### config.mk
export PLATFORM = sky130hd
export DESIGN_NAME = mem_array_arbiter_flat
export DESIGN_NICKNAME = d
export VERILOG_FILES = /design/src/rtl/mem_array_arbiter_pkg.sv /design/src/rtl/mem_array_arbiter_if.sv /design/src/rtl/mem_array_arbiter_rr_priority_pick.sv /design/src/rtl/mem_array_arbiter.sv /design/src/flat_wrapper.sv
export SDC_FILE = /design/constraint.sdc
export NUM_CORES = 1
export LEC_CHECK = 0
export CAP_MARGIN = 20
export CORE_ASPECT_RATIO = 2
export CORE_MARGIN = 2
export CORE_UTILIZATION = 40
export CTS_CLUSTER_DIAMETER = 80
export DETAILED_ROUTE_END_ITERATION = 10
export PLACE_DENSITY_LB_ADDON = 0.15
export REMOVE_ABC_BUFFERS = 1
export SYNTH_ARGS = -nofsm -noshare
export SYNTH_HDL_FRONTEND = slang
export SYNTH_HIERARCHICAL = 1
export SYNTH_SLANG_ARGS = --single-unit
### constraint.sdc
create_clock -name clock -period 3.8 [get_ports clock]
set_clock_uncertainty 0.1 [all_clocks]
set_input_delay 0.76 -clock clock [delete_from_list [all_inputs] [get_ports clock]]
set_output_delay 0.76 -clock clock [all_outputs]
set_load 0.01 [all_outputs]
### src/rtl/mem_array_arbiter_pkg.sv
// Shared definitions for the memory-array arbiter: FSM encoding and array geometry.
package mem_array_arbiter_pkg;

  typedef enum logic [1:0] {
    IDLE  = 2'd0,
    ISSUE = 2'd1,
    RESP  = 2'd2
  } arb_state_t;

  localparam int DEF_ROW_W  = 4;
  localparam int DEF_COL_W  = 4;
  localparam int ARRAY_ROWS = 1 << DEF_ROW_W;
  localparam int ARRAY_COLS = 1 << DEF_COL_W;

endpackage

### src/rtl/mem_array_arbiter_if.sv
// Requester-side bundle: per-requester request fields plus the shared response.
interface mem_array_arbiter_if #(
  parameter int NUM_REQ = 4,
  parameter int ROW_W   = 4,
  parameter int COL_W   = 4
);

  logic [NUM_REQ-1:0]       req_valid;
  logic [NUM_REQ-1:0]       req_ready;
  logic [NUM_REQ-1:0]       req_write;
  logic [NUM_REQ*ROW_W-1:0] req_row;
  logic [NUM_REQ*COL_W-1:0] req_column;
  logic [NUM_REQ-1:0]       req_wdata;
  logic [NUM_REQ-1:0]       resp_valid;
  logic                     resp_rdata;

  modport master (
    output req_valid, req_write, req_row, req_column, req_wdata,
    input  req_ready, resp_valid, resp_rdata
  );

  modport slave (
    input  req_valid, req_write, req_row, req_column, req_wdata,
    output req_ready, resp_valid, resp_rdata
  );

endinterface

### src/rtl/mem_array_arbiter_rr_priority_pick.sv
// Combinational round-robin picker: first valid bit at or above ptr, wrapping modulo N.
module mem_array_arbiter_rr_priority_pick #(
  parameter int N  = 4,
  parameter int IW = (N > 1) ? $clog2(N) : 1
) (
  input  logic [N-1:0]  valid,
  input  logic [IW-1:0] ptr,
  output logic [N-1:0]  grant,
  output logic [IW-1:0] winner,
  output logic          any_valid
);

  int idx;

  // The pointer is kept below N by its owner, so one subtraction suffices for the wrap.
  always_comb begin
    grant     = '0;
    winner    = '0;
    any_valid = 1'b0;
    idx       = 0;
    for (int i = 0; i < N; i++) begin
      idx = int'(ptr) + i;
      if (idx >= N) begin
        idx = idx - N;
      end
      if (!any_valid && valid[idx]) begin
        any_valid  = 1'b1;
        grant[idx] = 1'b1;
        winner     = IW'(idx);
      end
    end
  end

endmodule

### src/rtl/mem_array_arbiter.sv
// Round-robin arbiter sharing one row/column bit array; accept -> issue -> respond per access.
module mem_array_arbiter
  import mem_array_arbiter_pkg::*;
#(
  parameter int NUM_REQ = 4,
  parameter int ROW_W   = DEF_ROW_W,
  parameter int COL_W   = DEF_COL_W,
  parameter int ID_W    = $clog2(NUM_REQ)
) (
  input  logic                clock,
  input  logic                reset,
  mem_array_arbiter_if.slave  req_bus,
  output logic [ROW_W-1:0]    mem_row,
  output logic [COL_W-1:0]    mem_column,
  output logic                mem_we,
  output logic                mem_wdata,
  input  logic                mem_value,
  output logic                busy,
  output logic [ID_W-1:0]     grant_id
);

  arb_state_t         state;
  logic [ID_W-1:0]    rr_ptr;
  logic [ID_W-1:0]    rr_next;
  logic [ID_W-1:0]    win_id;
  logic [NUM_REQ-1:0] win_onehot;
  logic               any_valid;
  logic               accept_open;
  logic               handshake;

  logic               op_write;
  logic [ROW_W-1:0]   op_row;
  logic [COL_W-1:0]   op_column;
  logic               op_wdata;
  logic [ID_W-1:0]    op_id;
  logic [NUM_REQ-1:0] resp_valid_q;

  mem_array_arbiter_rr_priority_pick #(
    .N  (NUM_REQ),
    .IW (ID_W)
  ) u_rr_priority_pick (
    .valid     (req_bus.req_valid),
    .ptr       (rr_ptr),
    .grant     (win_onehot),
    .winner    (win_id),
    .any_valid (any_valid)
  );

  assign accept_open = (state == IDLE) || (state == RESP);
  assign handshake   = accept_open && any_valid;
  assign rr_next     = (win_id == ID_W'(NUM_REQ - 1)) ? '0 : win_id + 1'b1;

  // Ready is forced low while reset is held so no requester sees a phantom accept.
  assign req_bus.req_ready  = (accept_open && reset) ? win_onehot : '0;
  assign req_bus.resp_valid = resp_valid_q;
  assign req_bus.resp_rdata = (state == RESP) ? (op_write ? op_wdata : mem_value) : 1'b0;

  assign mem_row    = op_row;
  assign mem_column = op_column;
  assign mem_wdata  = op_wdata;
  assign busy       = (state != IDLE);

  // FSM with operation registers; mem_we and resp_valid are one-cycle registered pulses.
  always_ff @(posedge clock or negedge reset) begin
    if (!reset) begin
      state        <= IDLE;
      rr_ptr       <= '0;
      op_write     <= 1'b0;
      op_row       <= '0;
      op_column    <= '0;
      op_wdata     <= 1'b0;
      op_id        <= '0;
      grant_id     <= '0;
      mem_we       <= 1'b0;
      resp_valid_q <= '0;
    end else begin
      mem_we       <= 1'b0;
      resp_valid_q <= '0;
      case (state)
        IDLE, RESP: begin
          if (handshake) begin
            op_write  <= req_bus.req_write[win_id];
            op_row    <= req_bus.req_row[win_id*ROW_W +: ROW_W];
            op_column <= req_bus.req_column[win_id*COL_W +: COL_W];
            op_wdata  <= req_bus.req_wdata[win_id];
            op_id     <= win_id;
            grant_id  <= win_id;
            rr_ptr    <= rr_next;
            mem_we    <= req_bus.req_write[win_id];
            state     <= ISSUE;
          end else begin
            state <= IDLE;
          end
        end
        ISSUE: begin
          resp_valid_q <= {{(NUM_REQ-1){1'b0}}, 1'b1} << op_id;
          state        <= RESP;
        end
        default: begin
          state <= IDLE;
        end
      endcase
    end
  end

endmodule

### src/flat_wrapper.sv
// flat-port wrapper written by rule: the top's interface ports become plain ports
module mem_array_arbiter_flat import mem_array_arbiter_pkg::*;
#(
  parameter int NUM_REQ = 4,
  parameter int ROW_W   = DEF_ROW_W,
  parameter int COL_W   = DEF_COL_W,
  parameter int ID_W    = $clog2(NUM_REQ)
)
  (clock, reset, mem_row, mem_column, mem_we, mem_wdata, mem_value, busy, grant_id, req_bus_req_valid, req_bus_req_write, req_bus_req_row, req_bus_req_column, req_bus_req_wdata, req_bus_req_ready, req_bus_resp_valid, req_bus_resp_rdata);
  mem_array_arbiter_if #(.NUM_REQ(NUM_REQ), .ROW_W(ROW_W), .COL_W(COL_W)) req_bus_i ();
  input  logic clock;
  input  logic reset;
  output logic [ROW_W-1:0] mem_row;
  output logic [COL_W-1:0] mem_column;
  output logic mem_we;
  output logic mem_wdata;
  input  logic mem_value;
  output logic busy;
  output logic [ID_W-1:0] grant_id;
  input wire logic [$bits(req_bus_i.req_valid)-1:0] req_bus_req_valid;
  input wire logic [$bits(req_bus_i.req_write)-1:0] req_bus_req_write;
  input wire logic [$bits(req_bus_i.req_row)-1:0] req_bus_req_row;
  input wire logic [$bits(req_bus_i.req_column)-1:0] req_bus_req_column;
  input wire logic [$bits(req_bus_i.req_wdata)-1:0] req_bus_req_wdata;
  output wire logic [$bits(req_bus_i.req_ready)-1:0] req_bus_req_ready;
  output wire logic [$bits(req_bus_i.resp_valid)-1:0] req_bus_resp_valid;
  output wire logic [$bits(req_bus_i.resp_rdata)-1:0] req_bus_resp_rdata;
  assign req_bus_i.req_valid = req_bus_req_valid;
  assign req_bus_i.req_write = req_bus_req_write;
  assign req_bus_i.req_row = req_bus_req_row;
  assign req_bus_i.req_column = req_bus_req_column;
  assign req_bus_i.req_wdata = req_bus_req_wdata;
  assign req_bus_req_ready = req_bus_i.req_ready;
  assign req_bus_resp_valid = req_bus_i.resp_valid;
  assign req_bus_resp_rdata = req_bus_i.resp_rdata;
  mem_array_arbiter #(.NUM_REQ(NUM_REQ), .ROW_W(ROW_W), .COL_W(COL_W), .ID_W(ID_W)) u_core (.clock(clock), .reset(reset), .req_bus(req_bus_i), .mem_row(mem_row), .mem_column(mem_column), .mem_we(mem_we), .mem_wdata(mem_wdata), .mem_value(mem_value), .busy(busy), .grant_id(grant_id));
endmodule
# == Yosys cells after proc, flatten, opt, wreduce, memory -nomap -nowiden ==
# Cells that the tools add are included.
# classes
n_addsub,8
n_lt_le_gt_ge,13
eq_ne,3
n_shift,3
mux,49
bitwise,3
reduce_logical,17
# op_table
cell,count
32-bit by 1-bit greater-or-equal comparator with 1-bit output (second input constant),4
32-bit by 4-bit < comparator with 1-bit output (second input constant),4
32-bit 2-to-1 mux,4
16-bit by 5-bit variable part select with 4-bit output,2
4-bit 2-to-1 mux,6
1-bit 2-to-1 mux,23
1-bit binary-select mux with 2-bit select,6
4-bit bitwise OR,3
3-bit by 3-bit subtractor with 4-bit output (second input constant),3
2-bit 2-to-1 mux,5
3-bit greater-or-equal comparator (second input constant),3
1-bit logical AND,9
1-bit demux with 2-bit select,4
2-bit by 2-bit adder with 3-bit output (second input constant),2
2-bit == test (second input constant),2
2-bit one-hot mux with 2 select lines,1
1-bit by 2-bit << shifter with 4-bit output (first input constant),1
2-bit by 3-bit subtractor with 4-bit output (second input constant),1
2-bit by 1-bit adder with 3-bit output (second input constant),1
2-bit by 3-bit greater-or-equal comparator with 1-bit output (second input constant),1
1-bit logical NOT,3
2-bit by 3-bit < comparator with 1-bit output (second input constant),1
2-bit by 1-bit adder with 2-bit output (second input constant),1
2-bit by 1-bit == test with 1-bit output (second input constant),1
other kinds (5),5
# word_totals
reg_bits,21
input_bits,47
out_inout_bits,22
word_cells,105

# == Depth between registers and ports, before layout ==
# Gate-level depths: netlist (run 1).
# logic_depth
ltp_word,19
mapped_depth,11
depth_no_buf,9

# == Hierarchy ==
# Netlist (run 1), hierarchy kept.
# by_module_without_submodules
module,n_inst,cells_each,area_each_um2,seq_area_each_um2
mem_array_arbiter,1,66,1096.1,525.5
mem_array_arbiter_rr_priority_pick,1,48,460.4,0.0

# == Worst setup path after synthesis (run 1) ==
# No wires, ideal clock.
# synth_path
kind,input -> register
start,input req_bus_req_valid[2]
end,"register u_core.op_column[3], in the netlist u_core/mem_column[3]"
setup_ps,125
arrival_time_ps,3054
required_time_ps,3575
path_slack_ps,521
stages,6
n_path_buf,2
path_cell_list,mux4_1 clkbuf_1 o31ai_1 buf_6 mux4_2 mux2_4
# synth_between
elab_cells_between_ends,29
classes_between,shift: 1; mux: 20; reduce/logical: 8
# synth_lines
element,line_no,source
"start, declared",flat_wrapper.sv:20,input wire logic [$bits(req_bus_i.req_valid)-1:0] req_bus_req_valid;
1-bit binary-select mux with 2-bit select,mem_array_arbiter_rr_priority_pick.sv:26,if (!any_valid && valid[idx]) begin
1-bit 2-to-1 mux (implied by the code) (2 in series),mem_array_arbiter_rr_priority_pick.sv:26,
1-bit 2-to-1 mux,mem_array_arbiter_rr_priority_pick.sv:26,
1-bit logical NOT,mem_array_arbiter_rr_priority_pick.sv:26,
1-bit logical AND,mem_array_arbiter_rr_priority_pick.sv:26,
1-bit 2-to-1 mux,mem_array_arbiter_rr_priority_pick.sv:26,
1-bit logical NOT,mem_array_arbiter_rr_priority_pick.sv:26,
1-bit logical AND,mem_array_arbiter_rr_priority_pick.sv:26,
1-bit 2-to-1 mux,mem_array_arbiter_rr_priority_pick.sv:26,
1-bit logical NOT,mem_array_arbiter_rr_priority_pick.sv:26,
1-bit logical AND,mem_array_arbiter_rr_priority_pick.sv:26,
2-bit 2-to-1 mux (*),mem_array_arbiter_rr_priority_pick.sv:26,
net u_core.win_id[0],mem_array_arbiter.sv:25,logic [ID_W-1:0] win_id;
16-bit by 5-bit variable part select with 4-bit output (*),mem_array_arbiter.sv:84,op_column <= req_bus.req_column[win_id*COL_W +: COL_W];
"end signal, assigned",mem_array_arbiter.sv:84,
"end, declared",mem_array_arbiter.sv:33,logic [COL_W-1:0] op_column;
# Mark *: on every way through the listed nets, which the timed path passes. The rest lies on a longest branch. The select of a mux whose other input is x is not followed.
# A chain may end at the register's enable or synchronous reset.

# == Worst setup path after layout (run 1) ==
# layout_path
start,register u_core.rr_ptr[0]
end,output req_bus_req_ready[1]
# layout_between
elab_chain_len,16
elab_cells_between_ends,64
classes_between,add/sub: 7; order compare: 12; mux: 32; bitwise: 3; reduce/logical: 10
# layout_rtl
element,line_no,source
"start, declared",mem_array_arbiter.sv:23,logic [ID_W-1:0] rr_ptr;
"start signal, assigned",mem_array_arbiter.sv:88,rr_ptr <= rr_next;
"parallel branches: the longest is 14 deep, another holds 32-bit by 1-bit greater-or-equal comparator with 1-bit output",-,
4-bit 2-to-1 mux (*),mem_array_arbiter_rr_priority_pick.sv:26,
net u_core.win_onehot[1],mem_array_arbiter.sv:26,logic [NUM_REQ-1:0] win_onehot;
4-bit 2-to-1 mux (*),mem_array_arbiter.sv:54,assign req_bus.req_ready = (accept_open && reset) ? win_onehot : '0;
"end, declared",flat_wrapper.sv:25,output wire logic [$bits(req_bus_i.req_ready)-1:0] req_bus_req_ready;
# Mark *: on every way through the listed nets, which the timed path passes. The select of a mux whose other input is x is not followed.

==> results of run 1 <==
[worst max path at each step]
stage	startpoint	slack (ns)	depth (start not counted)	end
2_1_floorplan	req_bus_req_valid[2]	-0.35	4	u_core/op_write
3_3_place_gp	req_bus_req_valid[3]	-0.14	7	req_bus_req_ready[0]
3_5_place_dp	req_bus_req_valid[2]	-0.23	7	req_bus_req_ready[1]
4_1_cts	req_bus_req_valid[2]	0.02	9	req_bus_req_ready[1]
5_1_grt	u_core/rr_ptr[0]	0.05	10	req_bus_req_ready[1]
6_report	u_core/rr_ptr[0]	0.25	10	req_bus_req_ready[1]
[final cells by class]
type                    count  area (um2)
inverters                   4       15.01
well taps                  51       63.81
repair buffers             82       803.3
flip-flops and latches     21       526.8
multi-input cells          82       954.7
fillers                   330        1395
clock buffers               4       45.04
[through the flow]
step	area (um2)	setup WS [ns]
after global routing	2409	0.05102
after floorplan	1501	-0.3458
final	2409	0.2470
after global placement	2331	-0.1390
after detailed placement	2331	-0.2339
after CTS	2401	0.02293
[synthesized netlist by cell type (2+ instances only)]
library cell / instances / share of area [%]
and3b_1: 2 / 1.1
ha_1: 9 / 7.2
and2_1: 5 / 2.0
mux2_2: 7 / 5.1
nor2_1: 3 / 0.72
a22oi_1: 8 / 3.9
o21ai_0: 5 / 1.6
mux4_2: 9 / 13
buf_6: 3 / 2.2
mux2_4: 8 / 7.7
mux2i_1: 2 / 1.3
buf_2: 2 / 0.64
dfrtp_1: 21 / 34
mux4_1: 5 / 8.4
inv_1: 4 / 0.96
nor2b_1: 3 / 1.2
nor3b_1: 2 / 0.96
[cells by family (layout without fill, tap and decap cells)]
family | Yosys count | count (layout)
mux | 32 | 32
simple gates | 23 | 23
flops | 21 | 21
compound gates | 18 | 18
buf+inv | 11 | 90
fa+ha+maj | 9 | 9
[registers in the layout (all words and copies together), names as in the netlist]
signal	count
u_core/grant_id	2
u_core/mem_column	4
u_core/mem_row	4
u_core/mem_wdata	1
u_core/mem_we	1
u_core/op_write	1
u_core/req_bus.resp_valid	4
u_core/rr_ptr	2
u_core/state	2
[repair_timing]
item	in CTS	in global routing
endpoints found under the hold margin	0	0
setup endpoints to repair	4	3
setup buffers	5	0
gates resized for setup	6	6
pin swaps	1	0
[routing by layer]
layer | global-route usage [%] | part of all wire, %
met1 | 19.80 | 35
met2 | 36.11 | 59
met3 | 2.559 | 5.1
met4 | 7.658 | 1.3
met5 | 0 | 0
[power groups by stage]
stage	sequential [mW]	clock, mW	combinational, mW
2_1_floorplan	0.467	0	0.953
3_3_place_gp	0.415	0	1.54
3_5_place_dp	0.421	0	1.59
4_1_cts	0.418	0.149	1.62
5_1_grt	0.433	0.162	1.74
6_report	0.416	0.142	1.61
==> out/qor.yml, run 1 <==
yosys:
  netlist_instances: 114
  synth_ff_type: "dfrtp_1"
  syn_avg_cell_area_um2: 13.65
  syn_area_mm2: 0.001556
  synth.distinct_cells: 33
  synth_top_family_by_area: "multiplexers"
  synth-edff-count: 0
  synth-seq-cells: 21
  synthAdderAreaFrac_pct: 7.235
  yosysWarnings: 6
  async_reset_ff_share_pct: 100.0
  synth_xor_area_share_pct: 0
  ys_seq_area_share_pct: 33.76
  synthMuxAreaShare_pct: 36.25
  synth_compound_area_share_pct: 7.958
  synthSimpleGateAreaFrac_pct: 10.29
routing:
  first_pass_iters: 4
  vias_per_cell: 5.246
  antenna_left: 0
  post_drt_wl_per_cell_um: 16.50
  routed_wl_um: 4026
  drt_iter0_drc: 15
  vias: 1280
  drc: 0
critical_path:
  required_ns: 2.94
  critPathKind: "flop to output port"
  r2r_setup_slack_ns: 0.39
  r2r_end: "u_core/op_write"
  worstSetupStartpointType: "flop"
  critPathMaxStageDelay_ns: 0.42
  critical_path_arrival_ns: 2.69
  critPathTopFamily: "buffers and inverters"
  cpMaxStageDelayCell: "dfrtp_2"
  cp_max_fo: 4
  path_cells: "inv_1, ha_1, mux4_2, nor4b_4, buf_4, buf_4, a22oi_1, o21ai_0, and2_1, dlygate4sd2_1"
  regToRegStartpoint: "u_core/rr_ptr[0]"
  critPathBufInv: 4
  r2r_cells: 9
  cpMostUsedCell: "buf_4"
  cp-end-kind: "output port"
finish:
  syn_to_final_growth_pct: 54.74
  diodes: 0
  fin_nets: 250
  layout_common_cells: "60 x clkdlybuf4s50_1, 20 x dfrtp_1, 13 x buf_4"
  drive_gt1_share_pct: 25.39
  final_cells: 244
  final_util_pct: 63.32
  final_common_cell: "clkdlybuf4s50_1"
placement:
  hpwl_um: 3221
  gp_congestion: 0.7638
  dp.cells: 235
  place.port_buffers: 68
floorplanning:
  start_util_pct: 40.92
  die_w_um: 48.11
  die_area_mm2: 0.004437
  coreArea_mm2: 0.003804
  row_count: 32
  die_h_um: 92.22
  boundaryPins: 69
global_route:
  grt_pass1_wl_um: 6230
  grt_pass1_vias: 1375
  track_usage_pct: 19.52
  globalRouteOverflowTotal: 0
  grt_max_degree: 22
  antenna_found_initial: 0
clocking:
  clockRootBuffer: "clkbuf_8"
  clockBufferDepth: 2
  cts_sinks: 21
  cts_tree: "built"
  clk_latency_ns: 0.26
  holdBufCountCts: 0
  cts_buffers: 3
  path_clk_slew_ns: 0.07
  htree_levels: 1
sta:
  finalCriticalPeriod_ns: 3.553
  rsz0062_at_grt: "no"
  tightestPinTransition_ns: 0.6082
  hold_ws_ns: 0.4003
  tns_ns: 0
  fmax_mhz: 281.4
  finalSetupViolCount: 0
  slew-limit-headroom_pct: 59.21
  finalMaxSlewViolations: 0
  fin_crit_sh_pct: 93.50
  finalHoldViolations: 0
power:
  intPower_mw: 1.357
  total_power_mw: 2.169
  clkPwrFrac_pct: 6.6
  seqPwrFrac_pct: 19.2
  peakVddDrop_v: 0.0007400
  p_sw_share_pct: 37.43
  p_per_area_mw_per_mm2: 900.4
  leakage_nw: 1.058
  p_switching_mw: 0.8118
  pwr-share-comb_pct: 74.2
hold_path:
  hold_depth: 1
  min_from: "u_core/state[1]"
  holdPathEnd: "u_core/state[1]"
  hold_path.class: "flop to flop"
outcome:
  status: "complete, no violations"
job:
  drv_cap: 0
No activity file was read; power rests on OpenSTA's default activity.
==> inputs of run 2 (changes only) <==
--- a/config.mk
+++ b/config.mk
@@ -15,5 +15,4 @@
 export REMOVE_ABC_BUFFERS = 1
 export SYNTH_ARGS = -nofsm -noshare
 export SYNTH_HDL_FRONTEND = slang
-export SYNTH_HIERARCHICAL = 1
 export SYNTH_SLANG_ARGS = --single-unit
==> run 2 against run 1 <==
Compared with the run above:
- hold slack lost 0.0038 ns
- non-clock buffer count increased by 4
- sequential share of layout area shrank 2.1 points
- first-iteration DRC count grew to 2.9 times the previous value
- via count rose by 57%
- critical path type is now input port to output port
==> out/qor.yml, run 2 <==
sta:
  hold_ws_ns: 0.3965  # was 0.4003 ns
  finalMaxSlewViolations: 0  # unchanged
  fmax_mhz: 268.7  # was 281.4 MHz
  tightestPinTransition_ns: 0.4439  # was 0.6082 ns
  finalSetupViolCount: 0  # unchanged
  finalHoldViolations: 0  # unchanged
  finalCriticalPeriod_ns: 3.722  # was 3.553 ns
  fin_crit_sh_pct: 97.94  # was 93.50%
  slew-limit-headroom_pct: 70.41  # was 59.21%
  tns_ns: 0  # unchanged
clocking:
  clk_latency_ns: 0.26  # about the same
  cts_buffers: 3  # unchanged
  holdBufCountCts: 0  # unchanged
  htree_levels: 1  # unchanged
  clockBufferDepth: 2  # unchanged
  cts_sinks: 21  # unchanged
  clockRootBuffer: "clkbuf_8"  # unchanged
  cts_tree: "built"  # unchanged
  path_clk_slew_ns: 0.07  # about the same
yosys:
  synth_ff_type: "dfrtp_1"  # unchanged
  synth.distinct_cells: 44  # was 33
  synth-seq-cells: 21  # unchanged
  synth_common_cells: "21 x dfrtp_1, 18 x o221ai_1, 17 x nor2_1"  # was 21 x dfrtp_1, 9 x ha_1, 9 x mux4_2
  yosysWarnings: 0  # was 6
  syn_avg_cell_area_um2: 9.142  # was 13.65 um2
  yosysMostFrequentCell: "dfrtp_1"  # unchanged
  synth_top_area_share_pct: 28.89  # was 33.76%
  async_reset_ff_share_pct: 100.0  # unchanged
  syn_area_mm2: 0.001819  # was 0.001556 mm2
  synth-edff-count: 0  # unchanged
  yosysTopAreaCell: "dfrtp_1"  # unchanged
  ys_seq_area_share_pct: 28.89  # was 33.76%
  netlist_instances: 199  # was 114
  synth.top_cells.by_area: "dfrtp_1 29%, o221ai_1 8.7%, o22ai_1 5.5%"  # was dfrtp_1 34%, mux4_2 13%, mux4_1 8.4%
global_route:
  globalRouteOverflowTotal: 0  # unchanged
  antenna_found_initial: 0  # unchanged
  grt_pass1_vias: 1972  # was 1375
  track_usage_pct: 22.10  # was 19.52%
  grt_pass1_wl_um: 8873  # was 6230 um
  grt_max_degree: 55  # was 22
power:
  leakage_nw: 1.060  # was 1.058 nW
  p_sw_share_pct: 45.79  # was 37.43%
  p_switching_mw: 0.9706  # was 0.8118 mW
  intPower_mw: 1.149  # was 1.357 mW
  p_per_area_mw_per_mm2: 799.2  # was 900.4 mW/mm2
  pwr-share-comb_pct: 75.1  # was 74.2%
  clkPwrFrac_pct: 6.8  # was 6.6%
  peakVddDrop_v: 0.0006477  # was 0.0007400 V
  seqPwrFrac_pct: 18.1  # was 19.2%
floorplanning:
  start_util_pct: 41.52  # was 40.92%
  die_w_um: 51.69  # was 48.11 um
  die_h_um: 99.38  # was 92.22 um
  coreArea_mm2: 0.004382  # was 0.003804 mm2
  die_area_mm2: 0.005136  # was 0.004437 mm2
  row_count: 34  # was 32
  boundaryPins: 69  # unchanged
finish:
  drive_gt1_share_pct: 12.69  # was 25.39%
  syn_to_final_growth_pct: 45.80  # was 54.74%
  final_util_pct: 60.54  # was 63.32%
  final_common_cell: "clkdlybuf4s50_1"  # unchanged
  fin_nets: 322  # was 250
  nFillCells: 387  # was 330
  diodes: 0  # unchanged
  layout_common_cells: "65 x clkdlybuf4s50_1, 21 x dfrtp_1, 18 x o221ai_1"  # was 60 x clkdlybuf4s50_1, 20 x dfrtp_1, 13 x buf_4
critical_path:
  required_ns: 2.94  # about the same
  path_cells: "clkdlybuf4s50_1, mux4_2, nor2b_4, a22oi_1, nor2_1, a221oi_1, nor2_1, clkdlybuf4s50_1"  # was inv_1, ha_1, mux4_2, nor4b_4, buf_4, buf_4, a22oi_1, o21ai_0, and2_1, dlygate4sd2_1
  cp-end-kind: "output port"  # unchanged
  critPathMaxStageDelay_ns: 0.56  # was 0.42 ns
  worstSetupStartpointType: "input port"  # was flop
  cp_max_fo: 7  # was 4
  cpMaxStageDelayCell: "mux4_2"  # was dfrtp_2
  critical_path_arrival_ns: 2.86  # was 2.69 ns
  critPathKind: "input port to output port"  # was flop to output port
routing:
  post_drt_wl_per_cell_um: 16.65  # was 16.50 um
  routed_wl_um: 5361  # was 4026 um
  met2_length_um: 3043  # was 2374 um
  vias_per_cell: 6.242  # was 5.246
  antenna_left: 0  # unchanged
  top_layer_used: "met4"  # unchanged
  drt_iter0_drc: 43  # was 15
  drc: 0  # unchanged
  m1WireLength_um: 2006  # was 1395 um
  first_pass_iters: 4  # unchanged
  vias: 2010  # was 1280
  wl_met3_um: 219  # was 204 um
placement:
  place.port_buffers: 68  # unchanged
  gp_congestion: 0.7927  # was 0.7638
  hpwl_um: 3936  # was 3221 um
hold_path:
  hold_path.class: "flop to flop"  # unchanged
job:
  drv_cap: 0  # unchanged
outcome:
  status: "complete, no violations"  # unchanged
## run 2: cell types whose count changed after synthesis, moves of 10 or more
| cell | delta |
|---|---|
| o221ai_1 | +18 |
| o22ai_1 | +16 |
| nor2_1 | +14 |
| clkbuf_1 | +10 |
## run 2: worst paths after layout
path                                      start                            to  slack [ns]  depth (start not counted)
max                        req_bus_req_valid[2]          req_bus_req_ready[3]        0.08                          8
min                             u_core.state[1]               u_core.state[1]        0.40                          1
max reg2reg                    u_core.rr_ptr[1]              u_core.rr_ptr[0]        0.91                          9
min reg2reg                     u_core.state[1]               u_core.state[1]        0.40                          1
max in group asynchronous                 reset  u_core.req_bus.resp_valid[0]        2.59                          2
min in group asynchronous                 reset             u_core.mem_row[3]        0.80                          2
## run 2: logic make-up (layout without fill, tap and decap cells)
family	after synthesis	after routing	synth area share (%)
adders and majority gates	6	6	4.126
AOI/OAI and AO/OA	88	88	37.55
and+or+nand+nor	46	46	13.89
muxes	12	12	8.253
DFF	21	21	28.89
buffers and inverters	26	95	7.290
## run 2: worst max-delay path, delay by kind of cell
kind                   cells  cell delay [ns]
AND/OR/NAND/NOR            3             0.40
buffers and inverters      2             0.99
multiplexers               1             0.56
AO/OA/AOI/OAI              2             0.15
## run 2: area by class of cell
cell class                 instances  area [um2]  area share [%]
multi-input combinational        152        1167           44.01
tap                               54       67.56           2.547
inverter                           5       18.77          0.7075
timing repair buffer              86       827.0           31.18
clock buffer                       3       41.29           1.557
clock inverter                     1       5.005          0.1887
sequential                        21       525.5           19.81
## run 2: stage by stage
stage | instances | setup WS [ns] | area [um2] | total power, mW
after global placement | 316 | 0.1090 | 2577 | 1.929
after detailed placement | 316 | 0.07856 | 2577 | 1.949
after floorplan | 178 | -0.3195 | 1705 | 1.359
final | 322 | 0.07810 | 2653 | 2.120
after CTS | 320 | 0.06600 | 2624 | 2.100
after global routing | 322 | -0.03110 | 2653 | 2.321
## run 2: timing repair
item | CTS | global route
endpoints found under the setup margin | 0 | 4
gates resized for setup | 0 | 5
setup buffers | 0 | 2
## run 2: power groups by stage
stage	combinational [mW]	sequential, mW	clock [mW]
detailed placement	1.56	0.388	0
floorplan	0.891	0.468	0
global placement	1.54	0.385	0
global route	1.76	0.398	0.159
CTS	1.56	0.384	0.152
finish	1.59	0.384	0.144
## run 2: metal layers
layer	GRT usage [%]	up-vias
met1	24.06	981
met3	2.252	6
li1	-	953
met2	42.11	70
met5	0	-
met4	7.692	0
